### config.mk
export PLATFORM = sky130hd
export DESIGN_NAME = whack_game_controller
export DESIGN_NICKNAME = d
export VERILOG_FILES = /design/src/rtl/whack_pkg.sv /design/src/rtl/tick_gen.sv /design/src/rtl/whack_game_controller.sv
export SDC_FILE = /design/constraint.sdc
export NUM_CORES = 1
export LEC_CHECK = 0
export ABC_AREA = 0
export BUFFER_PORTS_ARGS = -buffer_cell sky130_fd_sc_hd__buf_4
export CELL_PAD_IN_SITES_DETAIL_PLACEMENT = 2
export CELL_PAD_IN_SITES_GLOBAL_PLACEMENT = 2
export CORE_ASPECT_RATIO = 2
export CORE_UTILIZATION = 37
export DETAILED_ROUTE_END_ITERATION = 12
export GPL_TIMING_DRIVEN = 0
export PLACE_DENSITY = 0.88
export RECOVER_POWER = 25
export SYNTH_ARGS = -nofsm -noshare
export SYNTH_HDL_FRONTEND = slang
export SYNTH_SLANG_ARGS = --single-unit
### constraint.sdc
create_clock -name i_clk -period 2.9 [get_ports i_clk]
set_input_delay 0.58 -clock i_clk [delete_from_list [all_inputs] [get_ports i_clk]]
set_output_delay 0.58 -clock i_clk [all_outputs]
set_load 0.005 [all_outputs]
### src/rtl/whack_pkg.sv
// Shared FSM states, hole constants and whack decode helper for the whack-a-mole game controller.
// Pure definitions: no latency and no flow control of its own.
package whack_pkg;

   typedef enum logic [1:0] {
      ST_IDLE = 2'd0,
      ST_ARM  = 2'd1,
      ST_PLAY = 2'd2,
      ST_OVER = 2'd3
   } state_t;

   localparam logic [2:0] NO_MOLE   = 3'd5;
   localparam int         NUM_HOLES = 5;

   // One-hot button pattern that scores a hit for a given mole hole; all-zero when no mole is up.
   function automatic logic [NUM_HOLES-1:0] hole_mask(input logic [2:0] pos);
      hole_mask = (pos < NO_MOLE) ? (NUM_HOLES'(1) << pos) : '0;
   endfunction

endpackage

### src/rtl/tick_gen.sv
// Free-running seconds divider: o_tick pulses on the last cycle of every CLK_DIV enabled cycles.
// Zero latency from the count register; i_clr restarts the count so no partial second survives.
module tick_gen #(
   parameter int CLK_DIV = 100000000
) (
   input  logic i_clk,
   input  logic i_rst,
   input  logic i_en,
   input  logic i_clr,
   output logic o_tick
);

   localparam logic [27:0] LAST = 28'(CLK_DIV - 1);

   logic [27:0] count;

   always_ff @(posedge i_clk or posedge i_rst) begin
      if (i_rst) begin
         count <= '0;
      end else if (i_clr) begin
         count <= '0;
      end else if (i_en) begin
         count <= (count == LAST) ? '0 : count + 28'd1;
      end
   end

   assign o_tick = i_en && (count == LAST);

endmodule

### src/rtl/whack_game_controller.sv
// Whack-a-mole game sequencer: runs IDLE/ARM/PLAY/OVER, scores whacks, counts misses, times the round.
// All outputs registered, one cycle after the causing input; inputs are pulses with no backpressure.
module whack_game_controller
   import whack_pkg::*;
#(
   parameter int CLK_DIV      = 100000000,
   parameter int GAME_SECONDS = 60,
   parameter int MAX_MISSES   = 3,
   parameter int SCORE_W      = 8
) (
   input  logic               i_clk,
   input  logic               i_rst,
   input  logic               i_start,
   input  logic [4:0]         i_whack,
   input  logic [2:0]         i_mole_position,
   input  logic               i_position_changed,
   output logic               o_restart_game,
   output logic               o_change_position,
   output logic               o_game_over,
   output logic [SCORE_W-1:0] o_score,
   output logic [2:0]         o_misses,
   output logic [6:0]         o_time_left,
   output logic [1:0]         o_state
);

   localparam logic [6:0]         TIME_INIT = 7'(GAME_SECONDS);
   localparam logic [2:0]         MISS_MAX  = 3'(MAX_MISSES);
   localparam logic [SCORE_W-1:0] SCORE_MAX = '1;

   state_t     state;
   logic       hit_flag;
   logic       pending;
   logic [2:0] prev_pos;
   logic       tick;

   logic       hit_live;
   logic       whack_seen;
   logic       whack_hit;
   logic       whack_miss;
   logic       timeout_miss;
   logic [3:0] miss_sum;
   logic [2:0] misses_next;
   logic       game_end;
   logic       arm_req;

   tick_gen #(
      .CLK_DIV(CLK_DIV)
   ) u_tick_gen (
      .i_clk  (i_clk),
      .i_rst  (i_rst),
      .i_en   (state == ST_PLAY),
      .i_clr  (state == ST_ARM),
      .o_tick (tick)
   );

   // A position change releases the hit lock in the same cycle, so a coincident whack is judged fresh.
   always_comb begin
      hit_live     = hit_flag && !i_position_changed;
      whack_seen   = (i_whack != '0) && (i_mole_position < NO_MOLE) && !hit_live;
      whack_hit    = whack_seen && (i_whack == hole_mask(i_mole_position));
      whack_miss   = whack_seen && !whack_hit;
      timeout_miss = i_position_changed && !pending && !hit_flag && (prev_pos < NO_MOLE);
      miss_sum     = {1'b0, o_misses} + 4'(whack_miss) + 4'(timeout_miss);
      misses_next  = (miss_sum >= {1'b0, MISS_MAX}) ? MISS_MAX : miss_sum[2:0];
      game_end     = (o_misses >= MISS_MAX) || (o_time_left == '0);
      arm_req      = i_start && (state != ST_ARM);
   end

   always_ff @(posedge i_clk or posedge i_rst) begin
      if (i_rst) begin
         state             <= ST_IDLE;
         o_restart_game    <= 1'b1;
         o_change_position <= 1'b0;
         o_game_over       <= 1'b0;
         o_score           <= '0;
         o_misses          <= '0;
         o_time_left       <= TIME_INIT;
         hit_flag          <= 1'b0;
         pending           <= 1'b0;
         prev_pos          <= NO_MOLE;
      end else begin
         prev_pos          <= i_mole_position;
         o_change_position <= 1'b0;

         case (state)
            ST_IDLE: begin
               o_restart_game <= 1'b1;
               o_game_over    <= 1'b0;
            end
            ST_ARM: begin
               state          <= ST_PLAY;
               o_restart_game <= 1'b0;
               o_game_over    <= 1'b0;
            end
            ST_PLAY: begin
               if (game_end) begin
                  state       <= ST_OVER;
                  o_game_over <= 1'b1;
               end
               if (whack_hit) begin
                  if (o_score != SCORE_MAX) o_score <= o_score + 1'b1;
                  hit_flag          <= 1'b1;
                  pending           <= 1'b1;
                  o_change_position <= 1'b1;
               end else if (i_position_changed) begin
                  hit_flag <= 1'b0;
                  pending  <= 1'b0;
               end
               o_misses <= misses_next;
               if (tick && (o_time_left != '0)) o_time_left <= o_time_left - 7'd1;
            end
            default: begin
               o_restart_game <= 1'b0;
               o_game_over    <= 1'b1;
            end
         endcase

         // Entering ARM clears the game so the ARM cycle already shows a fresh round.
         if (arm_req) begin
            state             <= ST_ARM;
            o_restart_game    <= 1'b1;
            o_game_over       <= 1'b0;
            o_change_position <= 1'b0;
            o_score           <= '0;
            o_misses          <= '0;
            o_time_left       <= TIME_INIT;
            hit_flag          <= 1'b0;
            pending           <= 1'b0;
         end
      end
   end

   assign o_state = state;

endmodule

==> flow_summary.yaml <==
floorplan:
  initial_core_util_pct: 38.04
  die-height_um: 132.1
  core_um2: 8233
  dieArea_um2: 8859
  fp-row-count: 47
  die-width_um: 67.06
  ioPinCount: 35
global_routing:
  grt_pass1_wl_um: 15900
  grt_max_degree: 33
  grt-ovfl-total: 0
  grtUsageTotal_pct: 23.98
  grt_antenna_before_repair: 0
  first_global_vias: 3135
timing:
  clock-skew-final_ns: 0.006299
  achievable-frequency_ghz: 0.3585
  final.min_clock_period_ns: 2.790
  final_max_slew_viol_count: 0
  unrepaired_setup_endpoints_after_global_routing: "no"
  finalHoldViolCount: 0
  setup-violations-final: 0
  timing.hold.ws_ns: 0.4300
  worst_slew_pin_slew_ns: 0.9621
  timing.setup.tns_ns: 0
  timing.slew.headroom_pct: 35.79
  post-route-period-util_pct: 96.20
route:
  wire_per_inst_um: 20.38
  drt_first_pass_iters: 4
  detail_route.drc_violations: 0
  post_detailed_route_via_to_cell_ratio: 5.902
  totalWireLength_um: 9556
  final_antenna_net_count: 0
  drtIter0Drc: 91
  detailroute.via_count: 2768
worst_setup_path:
  timing.reg2reg.setup_slack_ns: 0.35
  startpoint_type: "primary input"
  worstSetupEndpointType: "register"
  path_max_fanout: 4
  r2r_start: "o_state[0]"
  cp_data_required_time_ns: 3.09
  worst_r2r_path_depth: 9
  worst_path_max_delay_cell: "or4_1"
  critical_path.max_stage_delay_ns: 0.59
  worst_setup_path_startpoint: "i_whack[0]"
  arrival_ns: 2.98
  rr_endpoint: "u_tick_gen.count[27]"
  setup.worst_path.class: "in2reg"
  cp_cell_sequence: "buf_4 > or4_1 > o211a_1 > and2_1 > fa_1 > ha_1 > nor2_1 > o21ai_1 > o221a_2"
clock_tree:
  tritoncts.num_buffers: 5
  cts.sinks: 55
  clock_tree.root_cell: "clkbuf_16"
  clk_pin_slew_worst_paths_ns: 0.07
  maximum_number_of_buffers_from_clock_root_to_sink: 2
  clkLatencyLatePin_ns: 0.30
  tritoncts_clock_tree: "done"
  holdBufCountCts: 0
  cts.htree.levels: 2
logic_synthesis:
  dominantRegCellSynth: "dfrtp_1"
  synth_area_per_cell_um2: 9.577
  synth-seq-cells: 55
  yosysSeqAreaShare_pct: 44.23
  netlist_area_um2: 3132
  synthesis.instances: 327
  yosys_warnings: 0
  synth_edf_count: 0
  ys_async_sr_fraction_pct: 100.0
  synthDistinctLibCells: 58
  synth.net_count: 348
power:
  p_switching_mw: 0.7835
  power.combinational.fraction_pct: 29.9
  switching_share_pct: 32.69
  power_density_nw_per_um2: 645.7
  vdd.ir_drop.worst_mv: 0.4398
  power.leakage_nw: 1.597
  seq_power_share_pct: 37.4
  internal_power_mw: 1.614
  power.clock.fraction_pct: 32.6
placed_design:
  place_congestion: 0.7697
  io_buffer_count: 34
  dpl.hpwl_um: 7249
hold_path:
  hold_path.class: "in2reg"
  hold_path.startpoint: "i_mole_position[0]"
  whs_path_depth: 1
  hold-path-endpoint: "prev_pos[0]"
final_layout:
  mostFrequentLayoutCell: "dfrtp_1"
  layout-area-overhead-vs-synth_pct: 18.54
  antenna_cells_inserted: 0
  design.final.nets: 391
  drive_gt1_share_pct: 20.49
  most-common-layout-cells: "48 x dfrtp_1, 33 x buf_4, 31 x nor2_1, 23 x nand2_1, 18 x nand3_1"
outcome:
  outcome: "complete, no violations"
job:
  max-cap-violations: 0
## critical path, delay by kind of cell
kind,cells,cell delay [ns]
AND/OR/NAND/NOR,3,0.89
AO/OA/AOI/OAI,3,0.73
adder cells (fa/ha/maj),2,0.65
buffers and inverters,1,0.12
## power groups by stage
stage / combinational [mW] / sequential [mW] / clock [mW]
after floorplan: 0.464 / 0.900 / 0
after global placement: 0.687 / 0.907 / 0
after detailed placement: 0.726 / 0.912 / 0
after CTS: 0.734 / 0.899 / 0.799
after global routing: 0.813 / 0.908 / 0.814
final: 0.717 / 0.898 / 0.782
## per-layer routing
layer	routed length [µm]	vias up	track usage (%)
met1	3112	1434	22.04
met5	0	-	0
met4	339	0	10.52
met2	5886	53	47.72
met3	218	22	3.201
li1	-	1259	-
## layout make-up
| type | instances | area (µm²) |
|---|---|---|
| Buffer | 13 | 80.08 |
| Clock buffer | 6 | 128.9 |
| Clock inverter | 2 | 60.06 |
| Fill cell | 908 | 4521 |
| Inverter | 13 | 48.80 |
| Multi-Input combinational cell | 246 | 1623 |
| Sequential cell | 55 | 1385 |
| Tap cell | 98 | 122.6 |
| Timing Repair Buffer | 36 | 264.0 |
## state kept, by name, summed over array words and instances (netlist names), 2 cells and up
register	cells
o_time_left	7
u_tick_gen.count	28
o_score	8
o_state	2
o_misses	3
prev_pos	3
## worst max path at each step
stage | endpoint | slack (ns) | cells after the start
6_report | o_misses[1] | 0.11 | 9
3_5_place_dp | o_misses[1] | -0.49 | 12
5_1_grt | o_misses[1] | 0.01 | 9
2_1_floorplan | o_misses[0] | 0.20 | 11
4_1_cts | o_misses[1] | 0.02 | 12
3_3_place_gp | o_misses[1] | -0.32 | 12
## synth_stat cells, types with 5 or more instances
cell type / count / area share (%)
dfrtp_1: 48 / 38
nor2_1: 31 / 3.7
nand2_1: 23 / 2.8
nand3_1: 18 / 2.9
xnor2_1: 16 / 4.5
a21oi_1: 14 / 2.2
inv_1: 13 / 1.6
o21ai_0: 13 / 2.1
nor3_1: 12 / 1.9
and3_1: 9 / 1.8
clkbuf_1: 8 / 0.96
ha_1: 8 / 3.2
o31ai_1: 8 / 1.9
dfstp_2: 7 / 5.9
nor2_2: 7 / 1.4
or4_1: 7 / 1.7
xor2_1: 7 / 2.0
nand2b_1: 6 / 1.2
nand4_1: 6 / 1.2
and4_1: 5 / 1.4
## cell families after synthesis
family,count (synthesis),share of synthesized area (%)
AND/OR/NAND/NOR,156,29.13
AO/OA/AOI/OAI,57,12.07
flip-flops,55,44.23
buffers and inverters,26,3.995
XOR/XNOR,23,6.432
adder cells (fa/ha/maj),9,3.836
multiplexers,1,0.3196
## through the flow
step           total power [mW]  std cells  instance area, µm²  setup slack (ns)  utilization [%]
3_5_place_dp              1.639        460                3530           -0.4897            42.87
5_1_grt                   2.534        469                3712           0.01370            45.09
3_3_place_gp              1.594        459                3510           -0.3156            42.63
4_1_cts                   2.432        468                3722           0.02474            45.21
2_1_floorplan             1.364        327                3132            0.1990                -
6_report                  2.397        469                3712            0.1102            45.09
## repair_timing
| item | CTS | global route |
|---|---|---|
| resized for setup | 3 | 1 |
| endpoints found under the hold margin | 0 | 0 |
| pin swaps | 0 | 2 |
| buffers inserted | 0 | 1 |
| endpoints found under the setup margin | 2 | 2 |
Note: power is estimated with default switching activity, not from simulation.
